$ cat config.mk
export PLATFORM = sky130hd
export DESIGN_NAME = toy_multicycle_ctrl
export DESIGN_NICKNAME = d
export VERILOG_FILES = /design/src/rtl/toy_cpu_pkg.sv /design/src/rtl/toy_op_decode.sv /design/src/rtl/toy_multicycle_ctrl.sv
export SDC_FILE = /design/constraint.sdc
export NUM_CORES = 1
export LEC_CHECK = 0
export CAP_MARGIN = 25
export CORE_ASPECT_RATIO = 0.8
export CORE_MARGIN = 3
export CORE_UTILIZATION = 43
export CTS_CLUSTER_DIAMETER = 60
export DETAILED_ROUTE_END_ITERATION = 7
export GPL_TIMING_DRIVEN = 0
export PLACE_DENSITY = 0.67
export SLEW_MARGIN = 20
export SYNTH_ARGS = -nofsm -noshare
export SYNTH_HDL_FRONTEND = slang
export SYNTH_HIERARCHICAL = 1
export SYNTH_SLANG_ARGS = --single-unit
$ cat constraint.sdc
create_clock -name clk -period 3.3 [get_ports clk]
set_clock_uncertainty 0.1 [all_clocks]
set_input_delay 0.66 -clock clk [delete_from_list [all_inputs] [get_ports clk]]
set_output_delay 0.66 -clock clk [all_outputs]
set_load 0.05 [all_outputs]
$ cat src/rtl/toy_cpu_pkg.sv
// Shared encodings for the toy accumulator CPU: opcodes, ALU ops, PC mux selects,
// controller states and the decoded-opcode / control-output bundles.
package toy_cpu_pkg;

    localparam logic [3:0] OP_HALT = 4'h0;
    localparam logic [3:0] OP_LDA  = 4'h1;
    localparam logic [3:0] OP_STA  = 4'h2;
    localparam logic [3:0] OP_ADD  = 4'h3;
    localparam logic [3:0] OP_SUB  = 4'h4;
    localparam logic [3:0] OP_AND  = 4'h5;
    localparam logic [3:0] OP_OR   = 4'h6;
    localparam logic [3:0] OP_XOR  = 4'h7;
    localparam logic [3:0] OP_NOTA = 4'h8;
    localparam logic [3:0] OP_JMP  = 4'h9;
    localparam logic [3:0] OP_JZ   = 4'hA;
    localparam logic [3:0] OP_JMPI = 4'hB;
    localparam logic [3:0] OP_LDI  = 4'hC;
    localparam logic [3:0] OP_STT  = 4'hD;
    localparam logic [3:0] OP_MOVT = 4'hE;
    localparam logic [3:0] OP_NOP  = 4'hF;

    localparam logic [2:0] ALU_ADD  = 3'b000;
    localparam logic [2:0] ALU_SUB  = 3'b001;
    localparam logic [2:0] ALU_AND  = 3'b010;
    localparam logic [2:0] ALU_OR   = 3'b011;
    localparam logic [2:0] ALU_XOR  = 3'b100;
    localparam logic [2:0] ALU_NOTA = 3'b110;

    localparam logic [1:0] PC_INC  = 2'd0;
    localparam logic [1:0] PC_IMM  = 2'd1;
    localparam logic [1:0] PC_DMEM = 2'd2;

    typedef enum logic [2:0] {
        StIdle,
        StFetch,
        StDecode,
        StMem,
        StExec,
        StHalt,
        StError
    } state_e;

    typedef enum logic [1:0] {
        PcKindInc,
        PcKindImm,
        PcKindCond,
        PcKindDmem
    } pc_kind_e;

    typedef struct packed {
        logic       needs_mem;
        logic       is_write;
        logic       src_adr;
        logic       src_data;
        logic [2:0] alu_op;
        logic       wr_a;
        logic       src_a;
        logic       wr_t;
        pc_kind_e   pc_sel_kind;
    } dec_t;

    typedef struct packed {
        logic       imem_req;
        logic       rd_dmem;
        logic       wr_dmem;
        logic       src_adr;
        logic       src_data;
        logic       src_a;
        logic       wr_a;
        logic       wr_t;
        logic [2:0] alu_op;
        logic [1:0] src_pc;
        logic       pc_we;
        logic       halted;
    } ctrl_out_t;

endpackage

$ cat src/rtl/toy_op_decode.sv
// Combinational opcode decoder: maps the latched opcode to the memory access kind
// and the datapath controls used during MEM and EXEC.
module toy_op_decode
    import toy_cpu_pkg::*;
(
    input  logic [3:0] op,
    output dec_t       dec
);

    always_comb begin
        dec = '0;
        dec.pc_sel_kind = PcKindInc;
        unique case (op)
            OP_LDA: begin
                dec.needs_mem = 1'b1;
                dec.wr_a      = 1'b1;
                dec.src_a     = 1'b1;
            end
            OP_STA: begin
                dec.needs_mem = 1'b1;
                dec.is_write  = 1'b1;
            end
            OP_ADD: begin
                dec.needs_mem = 1'b1;
                dec.wr_a      = 1'b1;
                dec.alu_op    = ALU_ADD;
            end
            OP_SUB: begin
                dec.needs_mem = 1'b1;
                dec.wr_a      = 1'b1;
                dec.alu_op    = ALU_SUB;
            end
            OP_AND: begin
                dec.needs_mem = 1'b1;
                dec.wr_a      = 1'b1;
                dec.alu_op    = ALU_AND;
            end
            OP_OR: begin
                dec.needs_mem = 1'b1;
                dec.wr_a      = 1'b1;
                dec.alu_op    = ALU_OR;
            end
            OP_XOR: begin
                dec.needs_mem = 1'b1;
                dec.wr_a      = 1'b1;
                dec.alu_op    = ALU_XOR;
            end
            OP_NOTA: begin
                dec.wr_a   = 1'b1;
                dec.alu_op = ALU_NOTA;
            end
            OP_JMP:  dec.pc_sel_kind = PcKindImm;
            OP_JZ:   dec.pc_sel_kind = PcKindCond;
            OP_JMPI: begin
                dec.needs_mem   = 1'b1;
                dec.pc_sel_kind = PcKindDmem;
            end
            // LDI reads through the address held in A
            OP_LDI: begin
                dec.needs_mem = 1'b1;
                dec.src_adr   = 1'b1;
                dec.wr_a      = 1'b1;
                dec.src_a     = 1'b1;
            end
            OP_STT: begin
                dec.needs_mem = 1'b1;
                dec.is_write  = 1'b1;
                dec.src_data  = 1'b1;
            end
            OP_MOVT: dec.wr_t = 1'b1;
            default: ;
        endcase
    end

endmodule

$ cat src/rtl/toy_multicycle_ctrl.sv
// Multi-cycle sequencer for the accumulator CPU: FETCH/DECODE/MEM/EXEC with req/ack
// memories, a watchdog that traps a hung memory, and a retired-instruction counter.
module toy_multicycle_ctrl
    import toy_cpu_pkg::*;
#(
    parameter int unsigned TIMEOUT = 64,
    parameter int unsigned CNT_W   = 16
) (
    input  logic             clk,
    input  logic             rst,
    input  logic             start,
    input  logic [3:0]       opcode,
    input  logic             a_zero,
    input  logic             imem_ack,
    input  logic             dmem_ack,
    output logic             imem_req,
    output logic             rd_dmem,
    output logic             wr_dmem,
    output logic             src_adr,
    output logic             src_data,
    output logic             src_a,
    output logic             wr_a,
    output logic             wr_t,
    output logic [2:0]       alu_op,
    output logic [1:0]       src_pc,
    output logic             pc_we,
    output logic             halted,
    output logic             err,
    output logic [CNT_W-1:0] retired
);

    localparam int unsigned     WD_W     = (TIMEOUT > 0) ? $clog2(TIMEOUT + 1) : 1;
    localparam logic [WD_W:0]   WD_LIMIT = (WD_W + 1)'(TIMEOUT);

    state_e            state_q, state_d;
    logic [3:0]        op_q, op_d;
    logic [WD_W-1:0]   wd_q, wd_d;
    logic [WD_W:0]     wd_step;
    logic              wd_fire;
    logic              is_read;
    logic              err_q;
    logic [CNT_W-1:0]  retired_q;
    ctrl_out_t         out_q, out_d;
    dec_t              dec;

    toy_op_decode u_decode (
        .op  (op_q),
        .dec (dec)
    );

    assign wd_step = {1'b0, wd_q} + (WD_W + 1)'(1);
    assign wd_fire = (TIMEOUT != 0) && (wd_step == WD_LIMIT);
    assign is_read = dec.needs_mem & ~dec.is_write;

    always_comb begin
        state_d = state_q;
        op_d    = op_q;
        wd_d    = wd_q;
        unique case (state_q)
            StIdle, StHalt: begin
                if (start) begin
                    state_d = StFetch;
                    wd_d    = '0;
                end
            end
            StFetch: begin
                if (imem_ack) begin
                    op_d    = opcode;
                    state_d = StDecode;
                end else if (wd_fire) begin
                    state_d = StError;
                end else begin
                    wd_d = wd_step[WD_W-1:0];
                end
            end
            StDecode: begin
                if (op_q == OP_HALT) begin
                    state_d = StHalt;
                end else if (dec.needs_mem) begin
                    state_d = StMem;
                    wd_d    = '0;
                end else begin
                    state_d = StExec;
                end
            end
            StMem: begin
                if (dmem_ack) begin
                    state_d = StExec;
                end else if (wd_fire) begin
                    state_d = StError;
                end else begin
                    wd_d = wd_step[WD_W-1:0];
                end
            end
            StExec: begin
                state_d = StFetch;
                wd_d    = '0;
            end
            StError: ;
            default: state_d = StError;
        endcase
    end

    // Outputs are registered: decode them for the state being entered.
    always_comb begin
        out_d = '0;
        unique case (state_d)
            StFetch: out_d.imem_req = 1'b1;
            StMem: begin
                out_d.rd_dmem  = is_read;
                out_d.wr_dmem  = dec.is_write;
                out_d.src_adr  = dec.src_adr;
                out_d.src_data = dec.src_data;
            end
            StExec: begin
                // Reads keep the request up so the load data stays valid for A/PC
                out_d.rd_dmem = is_read;
                out_d.src_adr = dec.src_adr & is_read;
                out_d.wr_a    = dec.wr_a;
                out_d.src_a   = dec.src_a;
                out_d.wr_t    = dec.wr_t;
                out_d.alu_op  = dec.alu_op;
                out_d.pc_we   = 1'b1;
                unique case (dec.pc_sel_kind)
                    PcKindImm:  out_d.src_pc = PC_IMM;
                    PcKindCond: out_d.src_pc = a_zero ? PC_IMM : PC_INC;
                    PcKindDmem: out_d.src_pc = PC_DMEM;
                    default:    out_d.src_pc = PC_INC;
                endcase
            end
            StHalt: begin
                out_d.halted = 1'b1;
                out_d.pc_we  = (state_q == StDecode);
                out_d.src_pc = PC_INC;
            end
            default: ;
        endcase
    end

    always_ff @(posedge clk or posedge rst) begin
        if (rst) begin
            state_q   <= StIdle;
            op_q      <= '0;
            wd_q      <= '0;
            out_q     <= '0;
            err_q     <= 1'b0;
            retired_q <= '0;
        end else begin
            state_q <= state_d;
            op_q    <= op_d;
            wd_q    <= wd_d;
            out_q   <= out_d;
            if (state_d == StError) begin
                err_q <= 1'b1;
            end
            if ((state_d == StExec) || (state_d == StHalt && state_q == StDecode)) begin
                retired_q <= retired_q + CNT_W'(1);
            end
        end
    end

    assign imem_req = out_q.imem_req;
    assign rd_dmem  = out_q.rd_dmem;
    assign wr_dmem  = out_q.wr_dmem;
    assign src_adr  = out_q.src_adr;
    assign src_data = out_q.src_data;
    assign src_a    = out_q.src_a;
    assign wr_a     = out_q.wr_a;
    assign wr_t     = out_q.wr_t;
    assign alu_op   = out_q.alu_op;
    assign src_pc   = out_q.src_pc;
    assign pc_we    = out_q.pc_we;
    assign halted   = out_q.halted;
    assign err      = err_q;
    assign retired  = retired_q;

endmodule

Word-level counts from Yosys, hierarchy flattened
Cells that the tools add are included.
{ "word_totals": {"in_bits": 10, "regBits": 46, "word_cells": 102, "output_inout_bits": 32} }
{ "op_classes": {"reduce_logical": 13, "eq_ne": 34, "n_addsub": 2, "muxes": 33, "n_bitwise": 3} }
{ "op_table": {"columns": ["cell", "count"], "rows": [
  ["7-bit two-way mux", 6],
  ["7-bit case mux with 5 select lines", 1],
  ["4-bit == test, second input constant", 7],
  ["3-bit == test, second input constant", 6],
  ["3-bit two-way mux", 6],
  ["3-bit case mux with 6 select lines", 1],
  ["16-bit by 1-bit adder with 16-bit output, second input constant", 1],
  ["4-bit by 3-bit == test with 1-bit output, second input constant", 4],
  ["3-bit case mux with 5 select lines", 1],
  ["1-bit two-way mux", 13],
  ["2-bit case mux with 3 select lines", 2],
  ["2-bit inequality test, second input constant", 5],
  ["10-bit OR reduction", 1],
  ["3-bit by 2-bit == test with 1-bit output, second input constant", 3],
  ["7-bit by 1-bit adder with 8-bit output, second input constant", 1],
  ["4-bit by 2-bit == test with 1-bit output, second input constant", 2],
  ["8-bit by 7-bit == test with 1-bit output, second input constant", 1],
  ["2-bit OR reduction", 4],
  ["8-bit OR reduction", 1],
  ["3-bit by 1-bit == test with 1-bit output, second input constant", 2],
  ["6-bit two-way mux", 1],
  ["3-bit case mux with 2 select lines", 1],
  ["6-bit AND reduction", 1],
  ["5-bit nonzero test", 1],
  ["11 further kinds", 13]
]} }

Logic depth before layout (Yosys ltp)
Gate-level depths: netlist of run 1.
{ "logic_depth": {"ltp_word": 9, "ltp_mapped": 10, "mapped_depth_nobuf": 7} }

Modules after synthesis
The synthesis of run 1 kept the hierarchy.
{ "modules_own_cells": {"columns": ["module", "area_per_inst_um2", "seq_area_each_um2", "cells_each", "instances"], "rows": [
  ["toy_multicycle_ctrl", 2252.2, 1151.1, 195, 1],
  ["toy_op_decode", 193.9, 0.0, 31, 1]
]} }

Worst setup path after synthesis of run 1
Ideal clock, no wire load.
{ "synth_path": {"kind": "register -> register", "from": "register op_q[2]", "to": "register retired_q[1], in the netlist retired[1]", "stages_incl_launch_ff": 9, "setup_ps": 128, "path_buffers": 1, "setup_slack_ps": 609, "arrival_ps": 2463, "period_less_slack_ps": 2691, "t_required_ps": 3072, "cell_sequence": "dfrtp_1 buf_6 or2b_1 o221ai_1 or3b_2 a221oi_2 nand4b_4 a21oi_2 mux2_1"} }
{ "synth_lines": {"columns": ["element", "line", "rtl"], "rows": [
  ["start: declaration", "toy_multicycle_ctrl.sv:36", "logic [3:0] op_q, op_d;"],
  ["start signal: assignment", "toy_multicycle_ctrl.sv:150", "op_q <= op_d;"],
  ["end signal: assignment", "toy_multicycle_ctrl.sv:157", "retired_q <= retired_q + CNT_W'(1);"],
  ["end: declaration", "toy_multicycle_ctrl.sv:42", "logic [CNT_W-1:0] retired_q;"]
]} }

==> flow_summary_export.csv, run 1 <==
group,metric,value,unit
outcome,outcome,"finished clean",
synth,synthAdderAreaFrac,0.0102,
clock_network,cts_resized,0,
worst_setup_path,required,3380,ps
timing,finalHoldViolCount,0,
route,routedWlPerCell,14.7,um
synth,yosysMostFrequentCell,"dfrtp_1",
placement,hpwlAfterDp,3820,um
timing,rsz0062_at_grt,"false",
hold_path,hold_class,"flip-flop to flip-flop",
route,drtPass1Iterations,4,
synth,synth-async-reset-ratio,1.00,
route,vias_per_cell,5.25,
synth,synth-edff-count,0,
synth,syn_inst,226,
worst_setup_path,worstSetupPathType,"flip-flop to flip-flop",
clock_network,clock-sinks,46,
synth,yosys.area_share.simple,0.190,
synth,yosys-top-cells-count,"dfrtp_1, nor2_1, xor2_1",
synth,synthTopCellsByArea,"dfrtp_1, xor2_1, a2111oi_2",
clock_network,htreeDepth,2,
synth,avgSynthCellArea,10.8,sq um
timing,setup_viol,0,
grt,antenna_found_initial,0,
synth,syn-num-nets,238,
worst_setup_path,end_kind,"flip-flop",
clock_network,cts_buffers,5,
placement,io_buffers,41,
die,die_x,90.3,um
synth,synth_top_area_share,0.471,
route,drt_iter0_drc,98,
placement,dpl.cell_count,343,
synth,synth_area,2450,sq um
route,vias,1836,
timing,maxSlewHeadroom,0.479,
route,antenna_left,0,
synth,synthXorXnorAreaFrac,0.0609,
clock_network,root_buffer,"clkbuf_8",
worst_setup_path,crit_arrival,3070,ps
finish,layout.cells.non_filler,350,
synth,synth_top_family_by_area,"simple AND/OR/NAND/NOR gates",
die,die-area,6640,sq um
grt,grt_pass1_vias,1795,
power,ir_drop,479,uV
clock_network,post_cts.repair.setup_buffers,0,
timing,drv_slew,0,
finish,diodes,0,
die,die_height,73.5,um
finish,nets,287,
timing,tns,0,ps
finish,final_util,0.582,
clock_network,cts_hold_buf,0,
timing,worstMarginPinSlew,781,ps
route,wirelength,5160,um
grt,grt_remaining_overflow,0,
finish,syn2layout_area_growth,24.6,%
die,fp.coreArea,5240,sq um
die,num_rows,23,
clock_network,clkTransAtPathRegs,80,ps
job,cap_violations,0,
clock_network,clk-insertion-delay-late,290,ps
timing,max_freq,0.334,GHz
finish,drive_gt1_frac,0.175,
grt,grt_start_max_net_pins,30,
synth,muxShareOfSynthArea,0.0358,
timing,fin_crit_sh,0.907,
synth,synth-compound-area-share,0.185,
timing,fin_crit,2990,ps
worst_setup_path,path_max_fanout,9,
worst_setup_path,cp-start-kind,"flip-flop",
synth,yosys_warnings,6,
die,ioPinCount,42,
die,start_util,0.467,
synth,postSynthRegisterBits,46,
synth,synth_cell_type_count,57,
synth,yosysTopAreaCell,"dfrtp_1",
placement,gp_congestion,0.771,
grt,grt.total_usage,0.169,
clock_network,cts_tree,"yes",
synth,synth_top_flop_cell,"dfrtp_1",
route,drc,0,
grt,grt_first_pass_wirelength,9010,um
synth,yosysSeqAreaShare,0.471,
clock_network,cts.path.max_buffers,2,
power,leakage,1.33,nW
power,powerDensity,834,nW/um^2
critical path, cell delays in order, from the launching register on:
cell and delay (ps):
dfrtp_1 390, buf_2 220, or2b_1 130, o221ai_1 190
or3b_2 520, a221oi_2 400, nand4b_4 290, a21oi_2 290
mux2_1 340
flip-flops by register name (all words and copies together) (netlist names):
register and count:
wr_dmem 1, alu_op 3, retired 16, err 1, rd_dmem 1, imem_req 1
state_q 3, pc_we 1, wd_q 7, wr_t 1, op_q 4, src_adr 1
src_data 1, halted 1, src_a 1, src_pc 2, wr_a 1
final timing paths:
check,depth (start not counted),slack (ps),to,startpoint
worst min-delay path,1,370,retired[15]$_DFFE_PP0P_,retired[15]$_DFFE_PP0P_
worst max-delay path,8,310,retired[1]$_DFFE_PP0P_,op_q[1]$_DFFE_PP0P_
min in group asynchronous,2,560,alu_op[2]$_DFF_PP0_,rst
worst min register to register,1,370,retired[15]$_DFFE_PP0P_,retired[15]$_DFFE_PP0P_
max in group asynchronous,3,2060,pc_we$_DFF_PP0_,rst
worst max register to register,8,310,retired[1]$_DFFE_PP0P_,op_q[1]$_DFFE_PP0P_
final cells by class:
| type | count | area [sq um] |
|---|---|---|
| clock buffer | 7 | 76.3 |
| tap | 75 | 93.8 |
| buffer | 9 | 65.1 |
| timing repair buffer | 42 | 430 |
| sequential | 46 | 1150 |
| inverter | 14 | 52.6 |
| multi-input combinational | 157 | 1180 |
| fill | 488 | 2190 |
routing by layer:
| layer | share of wire | global-route usage | vias to the layer above |
|---|---|---|---|
| met4 | 0.0085 | 0.0407 | 0 |
| met2 | 0.43 | 0.263 | 40 |
| met5 | 0 | 0 | - |
| met1 | 0.52 | 0.239 | 881 |
| li1 | - | - | 911 |
| met3 | 0.043 | 0.0420 | 4 |
cell families after synthesis:
kind of cell	after synthesis
DFF	46
AOI/OAI and AO/OA	52
and+or+nand+nor	78
buffers and inverters	23
xor gates and xnor gates	17
muxes	8
adders and majority gates	2
per-stage QoR:
step                      hold slack, ps  setup WS [ps]  total power [mW]  area (sq um)
after global routing                 395           47.8              2.72          3050
after floorplan                      357            609              1.87          2450
after detailed placement             350            173              2.22          2970
after CTS                            376            301              2.55          3050
after global placement               356            196              2.20          2950
final                                371            308              2.54          3050
power by group:
part           total (mW)  internal, mW  switching [mW]
sequential          0.802         0.690           0.112
clock               0.325         0.146           0.179
combinational        1.41         0.504           0.909
placed cells by master (no fill, tap or decap), types with 4 or more instances in the layout:
cell,synthesis,layout
buf_2,4,4
mux2_2,5,5
a21oi_1,6,6
a2111oi_2,7,7
xor2_1,15,15
inv_1,13,12
clkdlybuf4s50_1,0,41
nand2_1,12,12
nor2_1,15,15
clkbuf_8,0,5
nand3_1,10,10
dfrtp_1,46,46
nand2b_1,5,5
and2_1,8,8
a211oi_2,7,7
o21ai_0,10,10
and3_1,5,5
(Power assumes the default switching activity.)
==> run 2, diff against run 1 <==
Settings changed: CELL_PAD_IN_SITES_DETAIL_PLACEMENT set to 0, CELL_PAD_IN_SITES_GLOBAL_PLACEMENT set to 1, CORE_UTILIZATION 43 to 41, PLACE_DENSITY 0.67 to unset, PLACE_DENSITY_LB_ADDON set to 0.1.
==> run 2 against run 1 <==
Maximum frequency shrank 3.7%. Count of clock-buffer cells in the layout is the same. Combinational power hardly changed. Worst hold slack worse by 5.2 ps. Non-clock buffer count unchanged. First-iteration DRC count fell by 5.1%. Wire length down 1.4%. Sequential share of layout area shrank 0.23 points. Total power is 1.3% higher. Largest cell class unchanged.
==> flow_summary_export.csv, run 2 (synthesized netlist as in run 1, its figures left out) <==
group,metric,value,unit
outcome,outcome,"finished clean",
hold_path,min_to,"retired[15]$_DFFE_PP0P_",
finish,syn2layout_area_growth,25.3,%
power,p_int,1.36,mW
finish,layout_common_cells,"dfrtp_1, clkdlybuf4s50_1, nor2_1, xor2_1",
worst_setup_path,critPathMaxStageDelay,540,ps
grt,grt_pass1_vias,1734,
power,ir_drop,616,uV
timing,rsz0062_at_grt,"false",
worst_setup_path,crit_chain,"buf_2 > nand2_1 > o221ai_1 > or3b_2 > a221oi_2 > nand4b_4 > a21oi_2 > mux2_1",
grt,grt.total_usage,0.156,
grt,grt_first_pass_wirelength,8670,um
placement,dpl.cell_count,346,
job,cap_violations,0,
clock_network,root_buffer,"clkbuf_8",
route,drt_iter0_drc,93,
clock_network,clk-insertion-delay-late,300,ps
finish,final_common_cell,"dfrtp_1",
worst_setup_path,cpMaxStageDelayCell,"or3b_2",
timing,worstMarginPinSlew,837,ps
timing,max_freq,0.322,GHz
worst_setup_path,end_kind,"flip-flop",
finish,layout.cells.non_filler,354,
route,vias_per_cell,5.18,
clock_network,htreeDepth,2,
clock_network,cts_hold_buf,0,
die,die_x,92.4,um
clock_network,post_cts.repair.setup_buffers,0,
power,seqPwrFrac,0.310,
power,p_sw_frac,0.470,
timing,fin_crit,3110,ps
die,die-area,6930,sq um
placement,hpwlAfterDp,3730,um
hold_path,min_from,"retired[15]$_DFFE_PP0P_",
power,comb_power_share,0.551,
die,start_util,0.436,
worst_setup_path,required,3380,ps
timing,fin_crit_sh,0.941,
route,routedWlPerCell,14.4,um
worst_setup_path,path_max_fanout,10,
finish,diodes,0,
worst_setup_path,crit_arrival,3180,ps
clock_network,clock-sinks,46,
finish,drive_gt1_frac,0.181,
clock_network,cts_tree,"yes",
route,drc,0,
clock_network,cts_resized,0,
route,drtPass1Iterations,5,
worst_setup_path,cp-start-kind,"flip-flop",
die,num_rows,24,
route,antenna_left,0,
die,die_height,75.1,um
placement,io_buffers,41,
grt,grt_remaining_overflow,0,
worst_setup_path,rr_worst_depth,8,
timing,tns,0,ps
worst_setup_path,r2r_end,"retired[1]$_DFFE_PP0P_",
finish,largest_reg_flops,16,
finish,final_util,0.546,
power,power_frac_clock,0.138,
clock_network,cts_buffers,5,
power,leakage,1.34,nW
die,fp.coreArea,5620,sq um
die,ioPinCount,42,
grt,antenna_found_initial,0,
clock_network,clkTransAtPathRegs,90,ps
hold_path,hold_class,"flip-flop to flip-flop",
placement,gp_congestion,0.741,
worst_setup_path,r2r-start,"op_q[0]$_DFFE_PP0P_",
worst_setup_path,r2r_slack,190,ps
timing,finalHoldViolCount,0,
timing,drv_slew,0,
timing,maxSlewHeadroom,0.441,
route,wirelength,5080,um
power,powerDensity,840,nW/um^2
power,switchingPower,1.21,mW
route,vias,1834,
grt,grt_start_max_net_pins,30,
worst_setup_path,crit_path_start,"op_q[0]$_DFFE_PP0P_",
worst_setup_path,worstSetupPathType,"flip-flop to flip-flop",
timing,setup_viol,0,
finish,nets,287,
clock_network,cts.path.max_buffers,2,
hold_path,whs_path_depth,1,
## run 2: changes by cell type in the layout (fill, tap and decap cells not counted)
cell	previous run	this run
clkinv_2	0	1
clkbuf_1	3	2
clkbuf_8	5	6
## run 2: metal layers
| metal | GRT usage | vias to the layer above | wire length [um] |
|---|---|---|---|
| met5 | 0 | - | 0 |
| met4 | 0.0494 | 0 | 52 |
| met3 | 0.0350 | 6 | 211 |
| met2 | 0.236 | 39 | 2210 |
| met1 | 0.225 | 886 | 2610 |
| li1 | - | 903 | - |
## run 2: power by group through the flow
| stage | clock network, mW | logic, mW | registers [mW] |
|---|---|---|---|
| 3_3_place_gp | 0 | 1.42 | 0.810 |
| 5_1_grt | 0.390 | 1.55 | 0.822 |
| 2_1_floorplan | 0 | 0.868 | 0.998 |
| 6_report | 0.356 | 1.42 | 0.799 |
| 4_1_cts | 0.371 | 1.43 | 0.800 |
| 3_5_place_dp | 0 | 1.43 | 0.810 |
## run 2: worst max-delay path, delay by kind of cell (launching register included)
kind | cells | cell delay (ps)
multiplexers | 1 | 350
buffers and inverters | 1 | 190
flip-flops | 1 | 420
AND/OR/NAND/NOR | 3 | 950
AO/OA/AOI/OAI | 3 | 970
## run 2: per-stage QoR
| step | instance area [sq um] | setup WS (ps) | hold WS, ps | power, mW |
|---|---|---|---|---|
| finish | 3070 | 194 | 366 | 2.57 |
| global route | 3070 | 37.3 | 394 | 2.76 |
| CTS | 3070 | 186 | 373 | 2.60 |
| detailed placement | 2970 | 87.6 | 357 | 2.24 |
| global placement | 2950 | 101 | 341 | 2.23 |
| floorplan | 2450 | 609 | 357 | 1.87 |
## run 2: how the worst max path moves through the flow
stage | endpoint | depth (start not counted)
global route | retired[1]$_DFFE_PP0P_ | 8
floorplan | retired[1]$_DFFE_PP0P_ | 8
CTS | rd_dmem$_DFF_PP0_ | 9
global placement | rd_dmem$_DFF_PP0_ | 8
detailed placement | src_pc[1]$_DFF_PP0_ | 8
finish | retired[1]$_DFFE_PP0P_ | 8
## run 2: layout make-up
class                   instances  area [sq um]
plain buffers                   9          65.1
clock buffers                   7          86.3
clock inverters                 1          5.00
fillers                       544          2550
inverters                      14          52.6
multi-input cells             157          1180
flip-flops and latches         46          1150
well taps                      78          97.6
repair buffers                 42           430
